**src/rtl/muldiv_pkg.sv**
```systemverilog
// Shared definitions for the HI/LO multiply/divide unit: op encodings, FSM states
// and the quotient reported on divide-by-zero.
package muldiv_pkg;

  localparam logic [2:0] OP_MULT  = 3'b000;
  localparam logic [2:0] OP_MULTU = 3'b001;
  localparam logic [2:0] OP_DIV   = 3'b010;
  localparam logic [2:0] OP_DIVU  = 3'b011;
  localparam logic [2:0] OP_MTHI  = 3'b100;
  localparam logic [2:0] OP_MTLO  = 3'b101;
  localparam logic [2:0] OP_MADD  = 3'b110;
  localparam logic [2:0] OP_MSUB  = 3'b111;

  typedef enum logic [1:0] {
    IDLE = 2'd0,
    RUN  = 2'd1,
    FIX  = 2'd2
  } muldiv_state_e;

  // Wide enough for any supported WIDTH; users slice the low bits.
  localparam logic [127:0] DIV_ZERO_QUOT = '1;

endpackage

```
**src/rtl/muldiv_core.sv**
```systemverilog
// Unsigned one-bit-per-step datapath: right-shifting shift-add multiply and
// left-shifting restoring divide. {accOut,mqOut} is the product, or remainder/quotient.
module muldiv_core #(
  parameter int WIDTH = 32
) (
  input  logic             clk,
  input  logic             reset,
  input  logic             load,
  input  logic             step,
  input  logic             divMode,
  input  logic [WIDTH-1:0] magA,
  input  logic [WIDTH-1:0] magB,
  output logic [WIDTH-1:0] accOut,
  output logic [WIDTH-1:0] mqOut
);

  logic [WIDTH-1:0] acc;
  logic [WIDTH-1:0] mq;
  logic [WIDTH-1:0] operand;
  logic             divQ;

  logic [WIDTH:0] addSum;
  logic [WIDTH:0] remShift;
  logic [WIDTH:0] trialDiff;

  always_comb begin
    addSum    = {1'b0, acc} + (mq[0] ? {1'b0, operand} : '0);
    remShift  = {acc, mq[WIDTH-1]};
    trialDiff = remShift - {1'b0, operand};
  end

  always_ff @(posedge clk) begin
    if (reset) begin
      acc     <= '0;
      mq      <= '0;
      operand <= '0;
      divQ    <= 1'b0;
    end else if (load) begin
      // Multiply keeps the multiplier in mq; divide keeps the dividend there.
      acc     <= '0;
      divQ    <= divMode;
      mq      <= divMode ? magA : magB;
      operand <= divMode ? magB : magA;
    end else if (step) begin
      if (divQ) begin
        if (!trialDiff[WIDTH]) begin
          acc <= trialDiff[WIDTH-1:0];
          mq  <= {mq[WIDTH-2:0], 1'b1};
        end else begin
          acc <= remShift[WIDTH-1:0];
          mq  <= {mq[WIDTH-2:0], 1'b0};
        end
      end else begin
        {acc, mq} <= {addSum, mq[WIDTH-1:1]};
      end
    end
  end

  assign accOut = acc;
  assign mqOut  = mq;

endmodule

```
**src/rtl/hilo_muldiv_unit.sv**
```systemverilog
// Iterative multiply/divide engine owning HI/LO, with a Start/Busy/Done handshake.
// Optional macro MULDIV_MADD_EN adds MADD/MSUB accumulation into {Hi,Lo}.
module hilo_muldiv_unit
  import muldiv_pkg::*;
#(
  parameter int WIDTH = 32,
  localparam int CNT_W = $clog2(WIDTH)
) (
  input  logic             Clk,
  input  logic             Reset,
  input  logic             Start,
  input  logic [2:0]       Op,
  input  logic [WIDTH-1:0] OperandA,
  input  logic [WIDTH-1:0] OperandB,
  output logic             Busy,
  output logic             Done,
  output logic             DivByZero,
  output logic [WIDTH-1:0] Hi,
  output logic [WIDTH-1:0] Lo
);

  localparam logic [CNT_W-1:0] LAST_STEP = CNT_W'(WIDTH - 1);

  muldiv_state_e state, nextState;
  logic [CNT_W-1:0] cnt;
  logic [2:0]       opQ;
  logic             negRes, negRem, divZeroQ;
  logic [WIDTH-1:0] dividendQ;

  logic             engineOp, signedOp, divOp, aNeg, bNeg;
  logic [WIDTH-1:0] magA, magB, coreHi, coreLo;
  logic             coreLoad, coreStep;
  logic [2*WIDTH-1:0] prodSigned, result;
  logic [WIDTH-1:0]   quot, rem;

  always_comb begin
    divOp = (Op == OP_DIV) || (Op == OP_DIVU);
`ifdef MULDIV_MADD_EN
    signedOp = (Op == OP_MULT) || (Op == OP_DIV) || (Op == OP_MADD) || (Op == OP_MSUB);
    engineOp = (Op != OP_MTHI) && (Op != OP_MTLO);
`else
    signedOp = (Op == OP_MULT) || (Op == OP_DIV);
    engineOp = (Op == OP_MULT) || (Op == OP_MULTU) || divOp;
`endif
    aNeg = signedOp && OperandA[WIDTH-1];
    bNeg = signedOp && OperandB[WIDTH-1];
    magA = aNeg ? (~OperandA + 1'b1) : OperandA;
    magB = bNeg ? (~OperandB + 1'b1) : OperandB;
  end

  always_comb begin
    nextState = state;
    coreLoad  = 1'b0;
    coreStep  = 1'b0;
    case (state)
      IDLE: if (Start && engineOp) begin
        nextState = RUN;
        coreLoad  = 1'b1;
      end
      RUN: begin
        coreStep = 1'b1;
        if (cnt == LAST_STEP) nextState = FIX;
      end
      FIX:     nextState = IDLE;
      default: nextState = IDLE;
    endcase
  end

  muldiv_core #(.WIDTH(WIDTH)) u_core (
    .clk     (Clk),
    .reset   (Reset),
    .load    (coreLoad),
    .step    (coreStep),
    .divMode (divOp),
    .magA    (magA),
    .magB    (magB),
    .accOut  (coreHi),
    .mqOut   (coreLo)
  );

  // Sign correction of the unsigned magnitudes from the core.
  always_comb begin
    prodSigned = negRes ? (~{coreHi, coreLo} + 1'b1) : {coreHi, coreLo};
    quot       = negRes ? (~coreLo + 1'b1) : coreLo;
    rem        = negRem ? (~coreHi + 1'b1) : coreHi;
    case (opQ)
      OP_DIV, OP_DIVU:
        result = divZeroQ ? {dividendQ, DIV_ZERO_QUOT[WIDTH-1:0]} : {rem, quot};
`ifdef MULDIV_MADD_EN
      OP_MADD: result = {Hi, Lo} + prodSigned;
      OP_MSUB: result = {Hi, Lo} - prodSigned;
`endif
      default: result = prodSigned;
    endcase
  end

  always_ff @(posedge Clk) begin
    if (Reset) begin
      state     <= IDLE;
      cnt       <= '0;
      opQ       <= OP_MULT;
      negRes    <= 1'b0;
      negRem    <= 1'b0;
      divZeroQ  <= 1'b0;
      dividendQ <= '0;
      Done      <= 1'b0;
      DivByZero <= 1'b0;
      Hi        <= '0;
      Lo        <= '0;
    end else begin
      state <= nextState;
      Done  <= 1'b0;
      case (state)
        IDLE: if (Start) begin
          DivByZero <= 1'b0;
          if (Op == OP_MTHI) begin
            Hi   <= OperandA;
            Done <= 1'b1;
          end else if (Op == OP_MTLO) begin
            Lo   <= OperandA;
            Done <= 1'b1;
          end else if (engineOp) begin
            cnt       <= '0;
            opQ       <= Op;
            negRes    <= aNeg ^ bNeg;
            negRem    <= aNeg;
            divZeroQ  <= divOp && (OperandB == '0);
            dividendQ <= OperandA;
          end
        end
        RUN: cnt <= cnt + 1'b1;
        FIX: begin
          {Hi, Lo}  <= result;
          DivByZero <= divZeroQ;
          Done      <= 1'b1;
        end
        default: ;
      endcase
    end
  end

  assign Busy = (state != IDLE);

endmodule

```
**config.mk**
```make
export PLATFORM = sky130hd
export DESIGN_NAME = hilo_muldiv_unit
export DESIGN_NICKNAME = d
export VERILOG_FILES = /design/src/rtl/muldiv_pkg.sv /design/src/rtl/muldiv_core.sv /design/src/rtl/hilo_muldiv_unit.sv
export SDC_FILE = /design/constraint.sdc
export NUM_CORES = 1
export LEC_CHECK = 0
export BUFFER_PORTS_ARGS = -buffer_cell sky130_fd_sc_hd__buf_2
export CAP_MARGIN = 20
export CORE_ASPECT_RATIO = 1.1
export CORE_MARGIN = 5
export CORE_UTILIZATION = 62
export CTS_CLUSTER_DIAMETER = 120
export DETAILED_ROUTE_END_ITERATION = 16
export PLACE_DENSITY_LB_ADDON = 0.12
export SLEW_MARGIN = 40
export SYNTH_ARGS = -nofsm -noshare
export SYNTH_HDL_FRONTEND = slang
export SYNTH_SLANG_ARGS = --single-unit
```
**constraint.sdc**
```tcl
create_clock -name Clk -period 5 [get_ports Clk]
set_input_delay 1.5 -clock Clk [delete_from_list [all_inputs] [get_ports Clk]]
set_output_delay 1.5 -clock Clk [all_outputs]
set_load 0.02 [all_outputs]
```
==> results.json <==
{
  "status": "complete, no violations",
  "cp.arrival_ns": 4.30,
  "grt_usage": 0.383,
  "synth_fp_nets": 2431,
  "fin_crit_sh": 0.775,
  "viasPerCell": 6.66,
  "final_core_util": 0.688,
  "yosys_warnings": 0,
  "period_minus_slack_ns": 3.88,
  "dieArea_sq_mm": 0.0305,
  "final.setup.tns_ns": 0,
  "syn_avg_cell_area_sq_um": 7.34,
  "cp.required_ns": 5.42,
  "syn_to_final_growth_pct": 10.2,
  "synth_seq_cells": 207,
  "ios": 137,
  "synth.area.top_cells": "dfxtp_1 (25%), nand2_1 (7.1%), a21oi_1 (6.1%)",
  "ant_nets": 0,
  "htree_levels": 1,
  "start_util": 0.625,
  "routed_wl_um": 61300,
  "antenna_found_initial": 2,
  "fmax_mhz": 258,
  "dpl.hpwl_um": 44600,
  "yosysTopAreaCellShare": 0.247,
  "synthCells": 2289,
  "cts_setup_buffers": 0,
  "core_area_sq_mm": 0.0269,
  "die_height_um": 183,
  "seq_area_frac_synth": 0.247,
  "floorplan.die.width_um": 167,
  "yosysTopAreaCell": "dfxtp_1",
  "io_buffers": 136,
  "drt-initial-drc-count": 1929,
  "clk_latency_ns": 0.55,
  "dp.cells": 2638,
  "cts_resized": 0,
  "slowest_stage": "dfxtp_1",
  "grt_pass1_vias": 16900,
  "ys_types": 78,
  "cts.sinks": 207,
  "synth_edf_count": 0,
  "setup_viol": 0,
  "cp-end-kind": "flop",
  "worstHoldPathType": "reg -> reg",
  "powerDensity_mw_per_mm2": 287,
  "first_pass_iters": 7,
  "worst_pin_slew_ns": 0.772,
  "clock_skew_ns": 0.0376,
  "max-vdd-ir-drop_mv": 0.283,
  "critical_path_class": "reg -> reg",
  "hold_buffers": 0,
  "start_kind": "flop",
  "post_dp_cell_area_sq_mm": 0.0176,
  "drive_gt1_frac": 0.117,
  "crit_chain": "ha_1, nor2b_1, o31ai_1, a31oi_1, o311a_1, o21a_1, o211ai_1, buf_12, mux2_2, a21oi_1, nor2_1",
  "nets": 2450,
  "critical_path.max_stage_delay_ns": 0.60,
  "relSlewSlack": 0.481,
  "rows": 63,
  "ys.flop_type": "dfxtp_1",
  "overflow": 0,
  "path_clk_slew_ns": 0.06,
  "routedWlPerCell_um": 22.9,
  "r2r-start": "u_core.accOut[1]",
  "stdcell_count": 2683,
  "synthArstFlopShare": 0,
  "cts_buffer_depth": 3,
  "crit_start": "u_core.accOut[1]",
  "grt_max_degree": 123,
  "grt_pass1_wl_um": 94300,
  "hold_violations": 0,
  "cts-root-buf": "clkbuf_16",
  "holdWs_ns": 0.452,
  "syn_area_sq_mm": 0.0168,
  "gp_congestion": 1.06,
  "drv_cap": 0,
  "slew_violations": 0,
  "cts_tree": "yes",
  "p_leak_nw": 7.16,
  "cts_made_buffers": 25,
  "finalInstanceArea_sq_mm": 0.0185,
  "rsz0062_at_grt": "false",
  "hold_start": "dividendQ[21]",
  "vias": 17900,
  "cp_max_fo": 46,
  "drc": 0
}
[power by group]
| part | internal, mW | switching [mW] |
|---|---|---|
| clock network | 1.24 | 0.759 |
| registers | 1.73 | 0.117 |
| logic | 0.545 | 0.927 |
| total | 3.51 | 1.80 |
[layout by cell type, fill, tap and decap left out, drive strengths merged, types with 8 or more instances in the layout]
master  Yosys  final
nand2     318    318
dfxtp     207    207
a21oi     205    205
nor2      198    198
buf        29    181
o21ai     158    158
xnor2     109    109
xor2       93     93
mux2i      93     93
ha         70     70
inv        59     60
nand3      46     46
a211oi     44     44
nor3       43     43
o211ai     43     43
a221oi     37     37
clkbuf    160     36
o31ai      33     33
a21o       26     26
or4        24     24
nand2b     20     20
o41ai      19     19
a31oi      17     17
nor4       17     17
a311oi     16     16
nor2b      16     16
or3        15     15
o21a       13     13
and2       13     13
and3       12     12
o221ai     11     11
or2        11     11
nand4      10     10
a22oi       9      9
nor3b       8      8
[path summary, 6_finish.rpt]
check	end	depth (start not counted)	slack [ns]
max	u_core.accOut[5]	11	1.12
min	dividendQ[21]	2	0.45
max reg2reg	u_core.accOut[5]	11	1.12
min reg2reg	dividendQ[21]	2	0.45
[layer usage]
metal / up-vias / global-route usage / wire length (um)
li1: 8284 / - / -
met5: - / 0 / 13
met1: 8355 / 0.474 / 23400
met2: 1004 / 0.627 / 27800
met3: 229 / 0.0622 / 5740
met4: 2 / 0.228 / 4310
[metrics by stage]
step                      total power, mW  setup slack, ns
after floorplan                      2.87            0.989
after global placement               3.27            0.954
after detailed placement             3.29            0.855
after CTS                            5.26             1.21
after global routing                 5.50             1.00
final                                5.31             1.12
[worst max-delay path: cells and delay by family, from the launching register on]
kind            cells  cell delay (ns)
buf+inv             1             0.30
compound gates      6             1.84
mux                 1             0.39
simple gates        2             0.23
flops               1             0.60
fa+ha+maj           1             0.35
[flip-flops by register name, summed over array words and instances, names as in the netlist]
signal and count:
cnt 5, negRem 1, u_core.accOut 32, DivByZero 1
opQ 2, Hi 32, Done 1, u_core.mqOut 32
negRes 1, state 2, dividendQ 32, u_core.operand 32
divZeroQ 1, Lo 32, u_core.divQ 1
[cell families (layout without fill, tap and decap cells)]
logic type      count (synthesis)  after routing  share of synthesized area
buf+inv                       248            284                     0.0573
flops                         207            207                      0.247
xor+xnor                      202            202                      0.105
simple gates                  767            767                      0.209
fa+ha+maj                      72             72                     0.0545
compound gates                694            694                      0.268
other cells                     0              1                          0
mux                            99             99                     0.0594
[layout make-up]
type | instances | area (sq um)
Multi-Input combinational cell | 1834 | 11700
Fill cell | 2426 | 8380
Sequential cell | 207 | 4150
Timing Repair Buffer | 181 | 1050
Clock buffer | 36 | 747
Tap cell | 357 | 447
Inverter | 59 | 221
Clock inverter | 8 | 148
Antenna cell | 1 | 2.50
[synthesized netlist by cell type (6+ instances only)]
cell	count
inv_1	59
buf_1	21
or2_2	10
a221oi_1	37
a211oi_1	44
a41oi_1	6
xnor2_1	109
o41ai_1	16
nand2_1	318
o21bai_1	6
nand3_1	46
nor4_1	15
clkbuf_1	160
a31oi_1	17
o211ai_1	43
and2_1	13
a21o_1	26
a21oi_1	205
nor3b_1	8
nand2b_1	20
o21ai_0	145
nand4_1	10
o31a_1	6
dfxtp_1	207
o221ai_1	11
nor3_1	43
nor2b_1	16
o22ai_1	6
mux2i_1	93
o21ai_1	13
a311oi_1	16
o21a_1	13
xor2_1	93
mux2_2	6
or3_1	15
or4_1	22
nor2_1	198
a22oi_1	9
ha_1	70
and3_1	12
o31ai_1	33
No activity file was read; power rests on OpenSTA's default activity.
